File: src/rtl/iir_pkg.sv
// Shared IIR definitions: coefficient loader FSM states, bank size and the
// fixed slot order of the coefficient words (B0, B1, B2, B3, A1, A2).
package iir_pkg;

    localparam int NCOEF = 6;

    typedef logic [2:0] idx_t;

    localparam idx_t IDX_B0 = 3'd0;
    localparam idx_t IDX_B1 = 3'd1;
    localparam idx_t IDX_B2 = 3'd2;
    localparam idx_t IDX_B3 = 3'd3;
    localparam idx_t IDX_A1 = 3'd4;
    localparam idx_t IDX_A2 = 3'd5;

    typedef enum logic [1:0] {
        IDLE   = 2'd0,
        LOAD   = 2'd1,
        CHECK  = 2'd2,
        COMMIT = 2'd3
    } ld_state_t;

endpackage

File: src/rtl/coef_loader_if.sv
// Load-word handshake between a coefficient source (master) and coef_loader
// (slave): valid/ready transfer plus an abort strobe.
interface coef_loader_if #(
    parameter int WIDTH = 14
) ();

    logic             LD_VLD;
    logic [WIDTH-1:0] LD_DATA;
    logic             LD_RDY;
    logic             LD_ABORT;

    modport master (output LD_VLD, output LD_DATA, output LD_ABORT, input  LD_RDY);
    modport slave  (input  LD_VLD, input  LD_DATA, input  LD_ABORT, output LD_RDY);

endinterface

File: src/rtl/coef_bank.sv
// Shadow and active coefficient banks: words land in the shadow bank one slot
// at a time, and a commit copies the whole set to the active bank in one edge.
module coef_bank
    import iir_pkg::*;
#(
    parameter int WIDTH = 14
) (
    input  logic                        clk,
    input  logic                        rst_n,
    input  logic                        wr_en_i,
    input  idx_t                        wr_idx_i,
    input  logic [WIDTH-1:0]            wr_data_i,
    input  logic                        commit_i,
    output logic [NCOEF-1:0][WIDTH-1:0] active_o
`ifdef COEF_LOADER_CHKSUM_EN
    ,
    output logic [WIDTH-1:0]            shadow_sum_o
`endif
);

    logic [NCOEF-1:0][WIDTH-1:0] shadow_q;
    logic [NCOEF-1:0][WIDTH-1:0] active_q;

    // NOTE: both banks are reset explicitly; after reset the filter must see an
    // all-zero coefficient set, never power-up garbage.
    always_ff @(posedge clk or negedge rst_n) begin
        if (!rst_n) begin
            shadow_q <= '0;
            active_q <= '0;
        end else begin
            for (int i = 0; i < NCOEF; i++) begin
                if (wr_en_i && (wr_idx_i == idx_t'(i))) begin
                    shadow_q[i] <= wr_data_i;
                end
            end
            if (commit_i) begin
                active_q <= shadow_q;
            end
        end
    end

    assign active_o = active_q;

`ifdef COEF_LOADER_CHKSUM_EN
    // Modulo-2^WIDTH sum; the carry out of each add is dropped on purpose.
    always_comb begin
        shadow_sum_o = '0;
        for (int i = 0; i < NCOEF; i++) begin
            shadow_sum_o = shadow_sum_o + shadow_q[i];
        end
    end
`endif

endmodule

File: src/rtl/coef_loader.sv
// IIR coefficient loader: shadow-loads six words, then swaps the active bank
// only on a VIN-idle edge. `define COEF_LOADER_CHKSUM_EN adds a checksum word.
module coef_loader
    import iir_pkg::*;
#(
    parameter int WIDTH = 14
) (
    input  logic             CLK,
    input  logic             RST_n,
    coef_loader_if.slave     ld,
    input  logic             VIN,
    output logic [WIDTH-1:0] B0,
    output logic [WIDTH-1:0] B1,
    output logic [WIDTH-1:0] B2,
    output logic [WIDTH-1:0] B3,
    output logic [WIDTH-1:0] A1,
    output logic [WIDTH-1:0] A2,
    output logic             COEF_VLD,
    output logic             BUSY,
    output logic             ERR
);

    ld_state_t state_q, state_d;
    idx_t      idx_q, idx_d;
    logic      rdy_en_q;
    logic      coef_vld_q, coef_vld_d;
    logic      ld_rdy;
    logic      accept;
    logic      wr_en;
    logic      commit;

    logic [NCOEF-1:0][WIDTH-1:0] active;

`ifdef COEF_LOADER_CHKSUM_EN
    logic             err_q, err_d;
    logic [WIDTH-1:0] shadow_sum;
`endif

    // rdy_en_q holds LD_RDY low through reset and the first edge after it.
    always_comb begin
        ld_rdy = rdy_en_q && ((state_q == IDLE) || (state_q == LOAD));
`ifdef COEF_LOADER_CHKSUM_EN
        if (rdy_en_q && (state_q == CHECK)) begin
            ld_rdy = 1'b1;
        end
`endif
    end

    assign ld.LD_RDY = ld_rdy;
    assign accept    = ld.LD_VLD && ld_rdy;

    always_ff @(posedge CLK or negedge RST_n) begin
        if (!RST_n) begin
            state_q    <= IDLE;
            idx_q      <= '0;
            rdy_en_q   <= 1'b0;
            coef_vld_q <= 1'b0;
        end else begin
            state_q    <= state_d;
            idx_q      <= idx_d;
            rdy_en_q   <= 1'b1;
            coef_vld_q <= coef_vld_d;
        end
    end

`ifdef COEF_LOADER_CHKSUM_EN
    always_ff @(posedge CLK or negedge RST_n) begin
        if (!RST_n) begin
            err_q <= 1'b0;
        end else begin
            err_q <= err_d;
        end
    end
`endif

    always_comb begin
        // NOTE: every signal driven here gets a default first, so no branch can
        // leave one unassigned and infer a latch.
        state_d    = state_q;
        idx_d      = idx_q;
        coef_vld_d = coef_vld_q;
        wr_en      = 1'b0;
        commit     = 1'b0;
`ifdef COEF_LOADER_CHKSUM_EN
        err_d      = err_q;
`endif
        if (ld.LD_ABORT) begin
            state_d = IDLE;
            idx_d   = '0;
        end else begin
            case (state_q)
                IDLE: begin
                    if (accept) begin
                        wr_en   = 1'b1;
                        idx_d   = idx_q + 3'd1;
                        state_d = LOAD;
                    end
                end
                LOAD: begin
                    if (accept) begin
                        wr_en = 1'b1;
                        if (idx_q == IDX_A2) begin
                            idx_d = '0;
`ifdef COEF_LOADER_CHKSUM_EN
                            state_d = CHECK;
`else
                            state_d = COMMIT;
`endif
                        end else begin
                            idx_d = idx_q + 3'd1;
                        end
                    end
                end
                CHECK: begin
`ifdef COEF_LOADER_CHKSUM_EN
                    if (accept) begin
                        if (ld.LD_DATA == shadow_sum) begin
                            state_d = COMMIT;
                        end else begin
                            err_d   = 1'b1;
                            state_d = IDLE;
                        end
                    end
`else
                    state_d = IDLE;
`endif
                end
                COMMIT: begin
                    // Swap only between samples so the filter never mixes sets.
                    if (!VIN) begin
                        commit     = 1'b1;
                        coef_vld_d = 1'b1;
                        state_d    = IDLE;
                    end
                end
                default: begin
                    state_d = IDLE;
                end
            endcase
        end
    end

    coef_bank #(
        .WIDTH (WIDTH)
    ) u_bank (
        .clk          (CLK),
        .rst_n        (RST_n),
        .wr_en_i      (wr_en),
        .wr_idx_i     (idx_q),
        .wr_data_i    (ld.LD_DATA),
        .commit_i     (commit),
        .active_o     (active)
`ifdef COEF_LOADER_CHKSUM_EN
        ,
        .shadow_sum_o (shadow_sum)
`endif
    );

    assign B0       = active[IDX_B0];
    assign B1       = active[IDX_B1];
    assign B2       = active[IDX_B2];
    assign B3       = active[IDX_B3];
    assign A1       = active[IDX_A1];
    assign A2       = active[IDX_A2];
    assign COEF_VLD = coef_vld_q;
    assign BUSY     = (state_q != IDLE);

`ifdef COEF_LOADER_CHKSUM_EN
    assign ERR = err_q;
`else
    assign ERR = 1'b0;
`endif

endmodule
File: src/flat_wrapper.sv
// flat-port wrapper written by rule: the top's interface ports become plain ports
module coef_loader_flat import iir_pkg::*;
#(
    parameter int WIDTH = 14
)
  (CLK, RST_n, VIN, B0, B1, B2, B3, A1, A2, COEF_VLD, BUSY, ERR, ld_LD_VLD, ld_LD_DATA, ld_LD_ABORT, ld_LD_RDY);
  coef_loader_if #(.WIDTH(WIDTH)) ld_i ();
  input  logic CLK;
  input  logic RST_n;
  input  logic VIN;
  output logic [WIDTH-1:0] B0;
  output logic [WIDTH-1:0] B1;
  output logic [WIDTH-1:0] B2;
  output logic [WIDTH-1:0] B3;
  output logic [WIDTH-1:0] A1;
  output logic [WIDTH-1:0] A2;
  output logic COEF_VLD;
  output logic BUSY;
  output logic ERR;
  input wire logic [$bits(ld_i.LD_VLD)-1:0] ld_LD_VLD;
  input wire logic [$bits(ld_i.LD_DATA)-1:0] ld_LD_DATA;
  input wire logic [$bits(ld_i.LD_ABORT)-1:0] ld_LD_ABORT;
  output wire logic [$bits(ld_i.LD_RDY)-1:0] ld_LD_RDY;
  assign ld_i.LD_VLD = ld_LD_VLD;
  assign ld_i.LD_DATA = ld_LD_DATA;
  assign ld_i.LD_ABORT = ld_LD_ABORT;
  assign ld_LD_RDY = ld_i.LD_RDY;
  coef_loader #(.WIDTH(WIDTH)) u_core (.CLK(CLK), .RST_n(RST_n), .ld(ld_i), .VIN(VIN), .B0(B0), .B1(B1), .B2(B2), .B3(B3), .A1(A1), .A2(A2), .COEF_VLD(COEF_VLD), .BUSY(BUSY), .ERR(ERR));
endmodule
File: config.mk
export PLATFORM = sky130hd
export DESIGN_NAME = coef_loader_flat
export DESIGN_NICKNAME = d
export VERILOG_FILES = /design/src/rtl/iir_pkg.sv /design/src/rtl/coef_loader_if.sv /design/src/rtl/coef_bank.sv /design/src/rtl/coef_loader.sv /design/src/flat_wrapper.sv
export SDC_FILE = /design/constraint.sdc
export NUM_CORES = 1
export LEC_CHECK = 0
export CAP_MARGIN = 30
export CELL_PAD_IN_SITES_DETAIL_PLACEMENT = 1
export CELL_PAD_IN_SITES_GLOBAL_PLACEMENT = 2
export CORE_ASPECT_RATIO = 0.7
export CORE_MARGIN = 4
export CORE_UTILIZATION = 40
export CTS_BUF_LIST = sky130_fd_sc_hd__clkbuf_2
export CTS_CLUSTER_SIZE = 12
export DETAILED_ROUTE_END_ITERATION = 8
export PLACE_DENSITY = 0.84
export SLEW_MARGIN = 20
export SYNTH_ARGS = -nofsm -noshare
export SYNTH_HDL_FRONTEND = slang
export SYNTH_SLANG_ARGS = --single-unit
export TNS_END_PERCENT = 20
File: constraint.sdc
create_clock -name CLK -period 4.8 [get_ports CLK]
set_input_delay 0.96 -clock CLK [delete_from_list [all_inputs] [get_ports CLK]]
set_output_delay 0.96 -clock CLK [all_outputs]
set_load 0.005 [all_outputs]
==> results of run 1 <==
[flip-flops by register name (all words and copies together), names as in the netlist]
register	flops
u_core.u_bank.active_o	84
u_core.u_bank.shadow_q	84
u_core.idx_q	3
u_core.state_q	2
u_core.COEF_VLD	1
u_core.rdy_en_q	1
[per-layer routing]
metal  wire length (um)  GRT usage, %
met5                  0             0
met4                176          5.70
met3                773          4.97
met2               6610          23.7
met1               7210          23.4
[cells by family (layout without fill, tap and decap cells)]
kind of cell	Yosys count	in the layout	synth area share [%]
mux	168	168	28.9
flops	175	175	64.3
other cells	2	3	0.110
simple gates	25	25	2.79
fa+ha+maj	5	5	0.918
compound gates	7	7	0.771
buf+inv	25	147	2.28
[cell usage in the layout (no fill, tap or decap), types with 2 or more instances in the layout]
cell and n:
buf_4 6, bufinv_16 2, clkbuf_2 20, clkdlybuf4s50_1 104
clkinv_1 2, clkinv_2 5, clkinv_4 2, conb_1 2
dfrtp_1 175, ha_1 5, inv_1 3, mux2_2 148
mux2_4 20, nand2_1 2, nand3b_1 3, nor2_1 2
nor2b_1 3, nor3_2 2, o31ai_1 2, or2_2 2
or3b_1 2
[final timing paths]
path,from,endpoint,slack (ps),cells after the start
min reg2reg,u_core.COEF_VLD,u_core.COEF_VLD,500,1
max reg2reg,u_core.idx_q[1],u_core.u_bank.shadow_q[22],2480,5
min in group CLK,u_core.COEF_VLD,u_core.COEF_VLD,500,1
max,u_core.state_q[1],BUSY,1780,2
min,RST_n,u_core.u_bank.active_o[43],230,1
max in group asynchronous,RST_n,u_core.u_bank.shadow_q[1],3490,2
[layout make-up]
type	instances	area, um2	share of cell area, %
clock buffer	20	100	1.21
multi-input combinational	207	2290	27.7
timing repair buffer	111	1100	13.3
inverter	4	15.0	0.181
tap	225	282	3.40
clock inverter	12	119	1.43
sequential	175	4380	52.8
antenna	1	2.50	0.0302
[report_power, final]
| group | internal [W] | total, W | switching [W] |
|---|---|---|---|
| logic | 0.000106 | 0.000188 | 0.0000816 |
| clock network | 0.000241 | 0.000737 | 0.000496 |
| registers | 0.00157 | 0.00162 | 0.0000556 |
| total | 0.00191 | 0.00255 | 0.000633 |
[worst reg2reg max path, delay by kind of cell, from the launching register on]
family | cells | cell delay [ps]
fa+ha+maj | 1 | 250
mux | 1 | 440
buf+inv | 1 | 90
flops | 1 | 470
simple gates | 2 | 980
[metrics by stage]
step | cells | total power, W | setup WS, ps
floorplan | 407 | 0.00174 | 2570
global placement | 722 | 0.00182 | 1640
detailed placement | 722 | 0.00184 | 1530
CTS | 754 | 0.00258 | 1680
global route | 754 | 0.00268 | 1620
finish | 755 | 0.00255 | 1780
==> metrics.txt, run 1 <==
# TYPE chip_impl_metric gauge
chip_impl_info{name="synthTopCellsByArea",value="dfrtp_1 64%, mux2_2 24%, mux2_4 4.4%"} 1
chip_impl_metric{name="initial_antenna_violation_count",unit=""} 0
chip_impl_metric{name="clock_skew",unit="ps"} 30.3
chip_impl_metric{name="final_nets",unit=""} 540
chip_impl_metric{name="slew_viols_final",unit=""} 0
chip_impl_metric{name="die-area",unit="um2"} 19200
chip_impl_metric{name="critical_path_arrival",unit="ps"} 2060
chip_impl_metric{name="die_height",unit="um"} 117
chip_impl_info{name="tritoncts",value="yes"} 1
chip_impl_metric{name="final-setup-viol-count",unit=""} 0
chip_impl_metric{name="total_number_of_h_tree_levels",unit=""} 4
chip_impl_metric{name="layout_cell_share_with_drive_strength_beyond_1",unit="%"} 40.1
chip_impl_metric{name="power_dens_cells",unit="nW/um2"} 307
chip_impl_metric{name="grt.overflow.total",unit=""} 0
chip_impl_metric{name="cpPeakStageDelay",unit="ps"} 550
chip_impl_metric{name="cts_inserted_buffers",unit=""} 17
chip_impl_metric{name="cp_max_fo",unit=""} 10
chip_impl_metric{name="post-route-cell-area",unit="um2"} 8290
chip_impl_metric{name="synth-seq-area-share",unit="%"} 64.3
chip_impl_metric{name="required",unit="ps"} 3840
chip_impl_metric{name="clkLatencyLatePin",unit="ps"} 750
chip_impl_metric{name="final.fill_count",unit=""} 1622
chip_impl_metric{name="worst_slew_margin_rel",unit="%"} 35.2
chip_impl_metric{name="synth_instances",unit=""} 407
chip_impl_info{name="synthMostInstantiatedCell",value="dfrtp_1"} 1
chip_impl_metric{name="total_routing_usage_reported_by_global_routing",unit="%"} 16.3
chip_impl_info{name="post_synth_most_frequent_cells",value="175 x dfrtp_1, 148 x mux2_2, 20 x mux2_4"} 1
chip_impl_metric{name="final_period_minus_worst_setup_slack",unit="ps"} 3020
chip_impl_metric{name="buffer_count_from_post_cts_setup_fixing",unit=""} 0
chip_impl_metric{name="synth_nets",unit=""} 431
chip_impl_metric{name="clkSinkCount",unit=""} 175
chip_impl_info{name="cts_root_buffer",value="clkbuf_2"} 1
chip_impl_metric{name="detailed_placer_s_ending_hpwl",unit="um"} 10100
chip_impl_info{name="cp_top_family",value="flip-flops"} 1
chip_impl_metric{name="chipWidth",unit="um"} 164
chip_impl_metric{name="port-buffer-count",unit=""} 105
chip_impl_metric{name="pin_count",unit=""} 107
chip_impl_metric{name="global_route_wire_length_before_repair",unit="um"} 23500
chip_impl_metric{name="drcViolationCount",unit=""} 0
chip_impl_metric{name="gp_routability_congestion",unit=""} 0.768
chip_impl_info{name="unrepaired_setup_endpoints_after_global_routing",value="false"} 1
chip_impl_info{name="worst_setup_path_start_kind",value="flip-flop"} 1
chip_impl_metric{name="clk_buf_depth",unit=""} 2
chip_impl_metric{name="cts.repair.resized",unit=""} 0
chip_impl_metric{name="cts.clk_slew.worst_paths",unit="ps"} 230
chip_impl_metric{name="async_reset_ff_share",unit="%"} 100
chip_impl_info{name="outcome",value="finished, final reports clean"} 1
chip_impl_metric{name="max-cap-violations",unit=""} 0
chip_impl_metric{name="synth_warnings",unit=""} 0
chip_impl_metric{name="detail_route.iter0.violations",unit=""} 215
chip_impl_metric{name="synthesis.area",unit="um2"} 6810
chip_impl_metric{name="drt_pass1_iterations",unit=""} 4
chip_impl_metric{name="first_global_vias",unit=""} 4073
chip_impl_info{name="crit_slowest_cell",value="dfrtp_1"} 1
chip_impl_metric{name="via_count",unit=""} 3732
chip_impl_metric{name="ys_seq_elements",unit=""} 175
chip_impl_metric{name="syn2layout_area_growth",unit="%"} 21.7
chip_impl_metric{name="crit_path_buf_inv_count",unit=""} 1
chip_impl_metric{name="setup_tns_final",unit="ps"} 0
chip_impl_metric{name="route.antenna.remaining_nets",unit=""} 0
chip_impl_info{name="setup.worst_path.end_class",value="output pin"} 1
chip_impl_metric{name="hold_slack",unit="ps"} 228
chip_impl_info{name="synth_largest_area_cell",value="dfrtp_1"} 1
chip_impl_metric{name="pin_count_of_the_biggest_net_entering_global_routing",unit=""} 111
chip_impl_metric{name="ys_types",unit=""} 34
chip_impl_metric{name="utilization",unit="%"} 50.3
chip_impl_metric{name="post_drt_wl_per_cell",unit="um"} 19.6
chip_impl_metric{name="synth.avg_cell_area",unit="um2"} 16.7
chip_impl_metric{name="postPlaceCellArea",unit="um2"} 8070
chip_impl_info{name="synth-main-ff-cell",value="dfrtp_1"} 1
chip_impl_info{name="path_cells",value="or2_2, clkdlybuf4s50_1"} 1
chip_impl_info{name="hold_path.class",value="in -> async"} 1
chip_impl_info{name="timing.setup.critical_path_class",value="reg -> out"} 1
chip_impl_metric{name="worstMarginPinSlew",unit="ps"} 972
chip_impl_metric{name="core_area",unit="um2"} 16500
chip_impl_metric{name="max-vdd-ir-drop",unit="mV"} 0.116
chip_impl_metric{name="synthDominantCellAreaShare",unit="%"} 64.3
chip_impl_metric{name="row_count",unit=""} 39
chip_impl_metric{name="wl",unit="um"} 14800
chip_impl_metric{name="detail_route.vias_per_cell",unit=""} 4.94
chip_impl_metric{name="floorplan.initialDensity",unit="%"} 41.3
chip_impl_metric{name="post-route-period-util",unit="%"} 63.0
chip_impl_metric{name="cts-hold-fix-buffers",unit=""} 0
chip_impl_metric{name="timing.fmax",unit="GHz"} 0.331
chip_impl_metric{name="power.leakage",unit="nW"} 4.04
chip_impl_metric{name="synth-edff-count",unit=""} 0
chip_impl_metric{name="report.final.hold_viol_count",unit=""} 0
Note: power is estimated with default switching activity, not from simulation.
==> run 2, diff against run 1 <==
Clock period 4.8 ns to 2.9 ns, I/O delays scaled along.
==> metrics.txt, run 2 (synthesis gave the netlist of run 1 again) <==
# TYPE chip_impl_metric gauge
chip_impl_metric{name="pin_count",unit=""} 107
chip_impl_info{name="path_cells",value="or2_2, clkdlybuf4s50_1"} 1
chip_impl_metric{name="detail_route.vias_per_cell",unit=""} 4.95
chip_impl_metric{name="final-setup-viol-count",unit=""} 0
chip_impl_info{name="unrepaired_setup_endpoints_after_global_routing",value="false"} 1
chip_impl_metric{name="initial_antenna_violation_count",unit=""} 1
chip_impl_metric{name="row_count",unit=""} 39
chip_impl_metric{name="syn2layout_area_growth",unit="%"} 23.4
chip_impl_info{name="layout_common_cells",value="175 x dfrtp_1, 148 x mux2_2, 104 x clkdlybuf4s50_1"} 1
chip_impl_metric{name="floorplan.initialDensity",unit="%"} 41.3
chip_impl_metric{name="port-buffer-count",unit=""} 105
chip_impl_metric{name="insertedDiodeCount",unit=""} 0
chip_impl_metric{name="postPlaceCellArea",unit="um2"} 8140
chip_impl_metric{name="total_routing_usage_reported_by_global_routing",unit="%"} 16.7
chip_impl_metric{name="critical_path_arrival",unit="ps"} 2050
chip_impl_metric{name="final_period_minus_worst_setup_slack",unit="ps"} 2630
chip_impl_metric{name="detail_route.iter0.violations",unit=""} 163
chip_impl_metric{name="drt_pass1_iterations",unit=""} 4
chip_impl_metric{name="route.antenna.remaining_nets",unit=""} 0
chip_impl_metric{name="wl",unit="um"} 15200
chip_impl_metric{name="cts.repair.resized",unit=""} 0
chip_impl_metric{name="required",unit="ps"} 2320
chip_impl_metric{name="gp_routability_congestion",unit=""} 0.801
chip_impl_info{name="outcome",value="finished, final reports clean"} 1
chip_impl_metric{name="multi_input_comb_area",unit="um2"} 2290
chip_impl_metric{name="final_nets",unit=""} 546
chip_impl_metric{name="total_number_of_h_tree_levels",unit=""} 4
chip_impl_metric{name="clkSinkCount",unit=""} 175
chip_impl_metric{name="layout_cell_share_with_drive_strength_beyond_1",unit="%"} 40.1
chip_impl_metric{name="clock_skew",unit="ps"} 30.6
chip_impl_metric{name="timing.fmax",unit="GHz"} 0.380
chip_impl_metric{name="post-route-cell-area",unit="um2"} 8410
chip_impl_metric{name="detailed_placer_s_ending_hpwl",unit="um"} 10400
chip_impl_metric{name="cts.clk_slew.worst_paths",unit="ps"} 230
chip_impl_metric{name="global_route_wire_length_before_repair",unit="um"} 23900
chip_impl_metric{name="via_count",unit=""} 3756
chip_impl_metric{name="setup_tns_final",unit="ps"} 0
chip_impl_metric{name="worst_slew_margin_rel",unit="%"} 55.9
chip_impl_info{name="hold_path.class",value="in -> async"} 1
chip_impl_metric{name="cpPeakStageDelay",unit="ps"} 560
chip_impl_metric{name="final.fill_count",unit=""} 1633
chip_impl_metric{name="layout.cells.non_filler",unit=""} 759
chip_impl_metric{name="clkLatencyLatePin",unit="ps"} 730
chip_impl_metric{name="place.detailed.instances",unit=""} 727
chip_impl_metric{name="post-route-period-util",unit="%"} 90.8
chip_impl_metric{name="chipWidth",unit="um"} 164
chip_impl_info{name="setup.worst_path.end_class",value="output pin"} 1
chip_impl_metric{name="buffer_count_from_post_cts_setup_fixing",unit=""} 0
chip_impl_metric{name="max-vdd-ir-drop",unit="mV"} 0.196
chip_impl_metric{name="post_drt_wl_per_cell",unit="um"} 20.0
chip_impl_metric{name="power.leakage",unit="nW"} 4.08
chip_impl_metric{name="grt.overflow.total",unit=""} 0
chip_impl_info{name="timing.setup.critical_path_class",value="reg -> out"} 1
chip_impl_metric{name="layout.area.seq",unit="um2"} 4380
chip_impl_info{name="tritoncts",value="yes"} 1
chip_impl_metric{name="max-cap-violations",unit=""} 0
chip_impl_metric{name="cp_max_fo",unit=""} 10
chip_impl_metric{name="die-area",unit="um2"} 19200
chip_impl_info{name="cts_root_buffer",value="clkbuf_2"} 1
chip_impl_metric{name="power_dens_cells",unit="nW/um2"} 521
chip_impl_metric{name="core_area",unit="um2"} 16500
chip_impl_metric{name="drcViolationCount",unit=""} 0
chip_impl_metric{name="die_height",unit="um"} 117
chip_impl_metric{name="report.final.hold_viol_count",unit=""} 0
chip_impl_metric{name="worstMarginPinSlew",unit="ps"} 662
chip_impl_metric{name="first_global_vias",unit=""} 4201
chip_impl_metric{name="pin_count_of_the_biggest_net_entering_global_routing",unit=""} 71
chip_impl_metric{name="clk_buf_depth",unit=""} 2
chip_impl_info{name="layout.cells.most_common",value="dfrtp_1"} 1
chip_impl_info{name="crit_slowest_cell",value="dfrtp_1"} 1
chip_impl_metric{name="slew_viols_final",unit=""} 0
chip_impl_metric{name="cts_inserted_buffers",unit=""} 17
chip_impl_info{name="worst_setup_path_start_kind",value="flip-flop"} 1
-- run 2: cell types whose count changed in the layout (fill, tap and decap cells not counted), sizes merged --
cell,before,now
buf,6,12
bufinv,2,4
clkbuf,21,18
clkinv,9,7
clkinvlp,0,1
diode,1,0
dlygate4sd3,0,1
-- run 2: layout make-up --
class,count,area share [%]
clock buffers,18,1.07
clock inverters,13,2.02
inverters,4,0.178
multi-input cells,207,27.3
flip-flops and latches,175,52.1
well taps,225,3.35
repair buffers,117,14.1
-- run 2: worst paths after layout --
check / start / to / slack (ps) / cells past startpoint
worst max-delay path: u_core.state_q[1] / BUSY / 270 / 2
worst min-delay path: RST_n / u_core.u_bank.shadow_q[73] / 390 / 2
worst max register to register: u_core.idx_q[1] / u_core.u_bank.shadow_q[21] / 870 / 6
worst min register to register: u_core.u_bank.shadow_q[6] / u_core.u_bank.active_o[6] / 510 / 1
max in group asynchronous: RST_n / u_core.u_bank.shadow_q[40] / 1740 / 3
min in group CLK: u_core.u_bank.shadow_q[6] / u_core.u_bank.active_o[6] / 510 / 1
-- run 2: what timing repair did --
item,CTS,global route
hold buffers,1,0
endpoints found under the setup margin,0,0
hold endpoints to repair,68,0
-- run 2: per-layer routing --
layer	vias up	global-route usage [%]	part of all wire, %
met5	-	0	0
met4	0	5.03	1.1
met3	11	5.43	6.1
met2	84	25.8	46
met1	1993	22.7	47
li1	1668	-	-
-- run 2: power breakdown --
group	internal, W	leakage, nW	switching (W)	total [W]
Combinational	0.000182	1.54	0.000138	0.000320
Sequential	0.00259	2.38	0.0000896	0.00268
Clock	0.000555	0.154	0.000825	0.00138
-- run 2: worst max-delay path: cells and delay by family (launching register included) --
kind | cells | cell delay, ps
flip-flops | 1 | 560
buffers and inverters | 1 | 440
AND/OR/NAND/NOR | 1 | 340
-- run 2: metrics by stage --
step	total power [W]	util (%)	hold slack (ps)	setup slack, ps
2_1_floorplan	0.00288	-	284	1040
3_3_place_gp	0.00302	49.4	454	458
3_5_place_dp	0.00305	49.4	461	407
4_1_cts	0.00444	51.0	330	182
5_1_grt	0.00460	51.0	362	87.3
6_report	0.00438	51.0	388	267
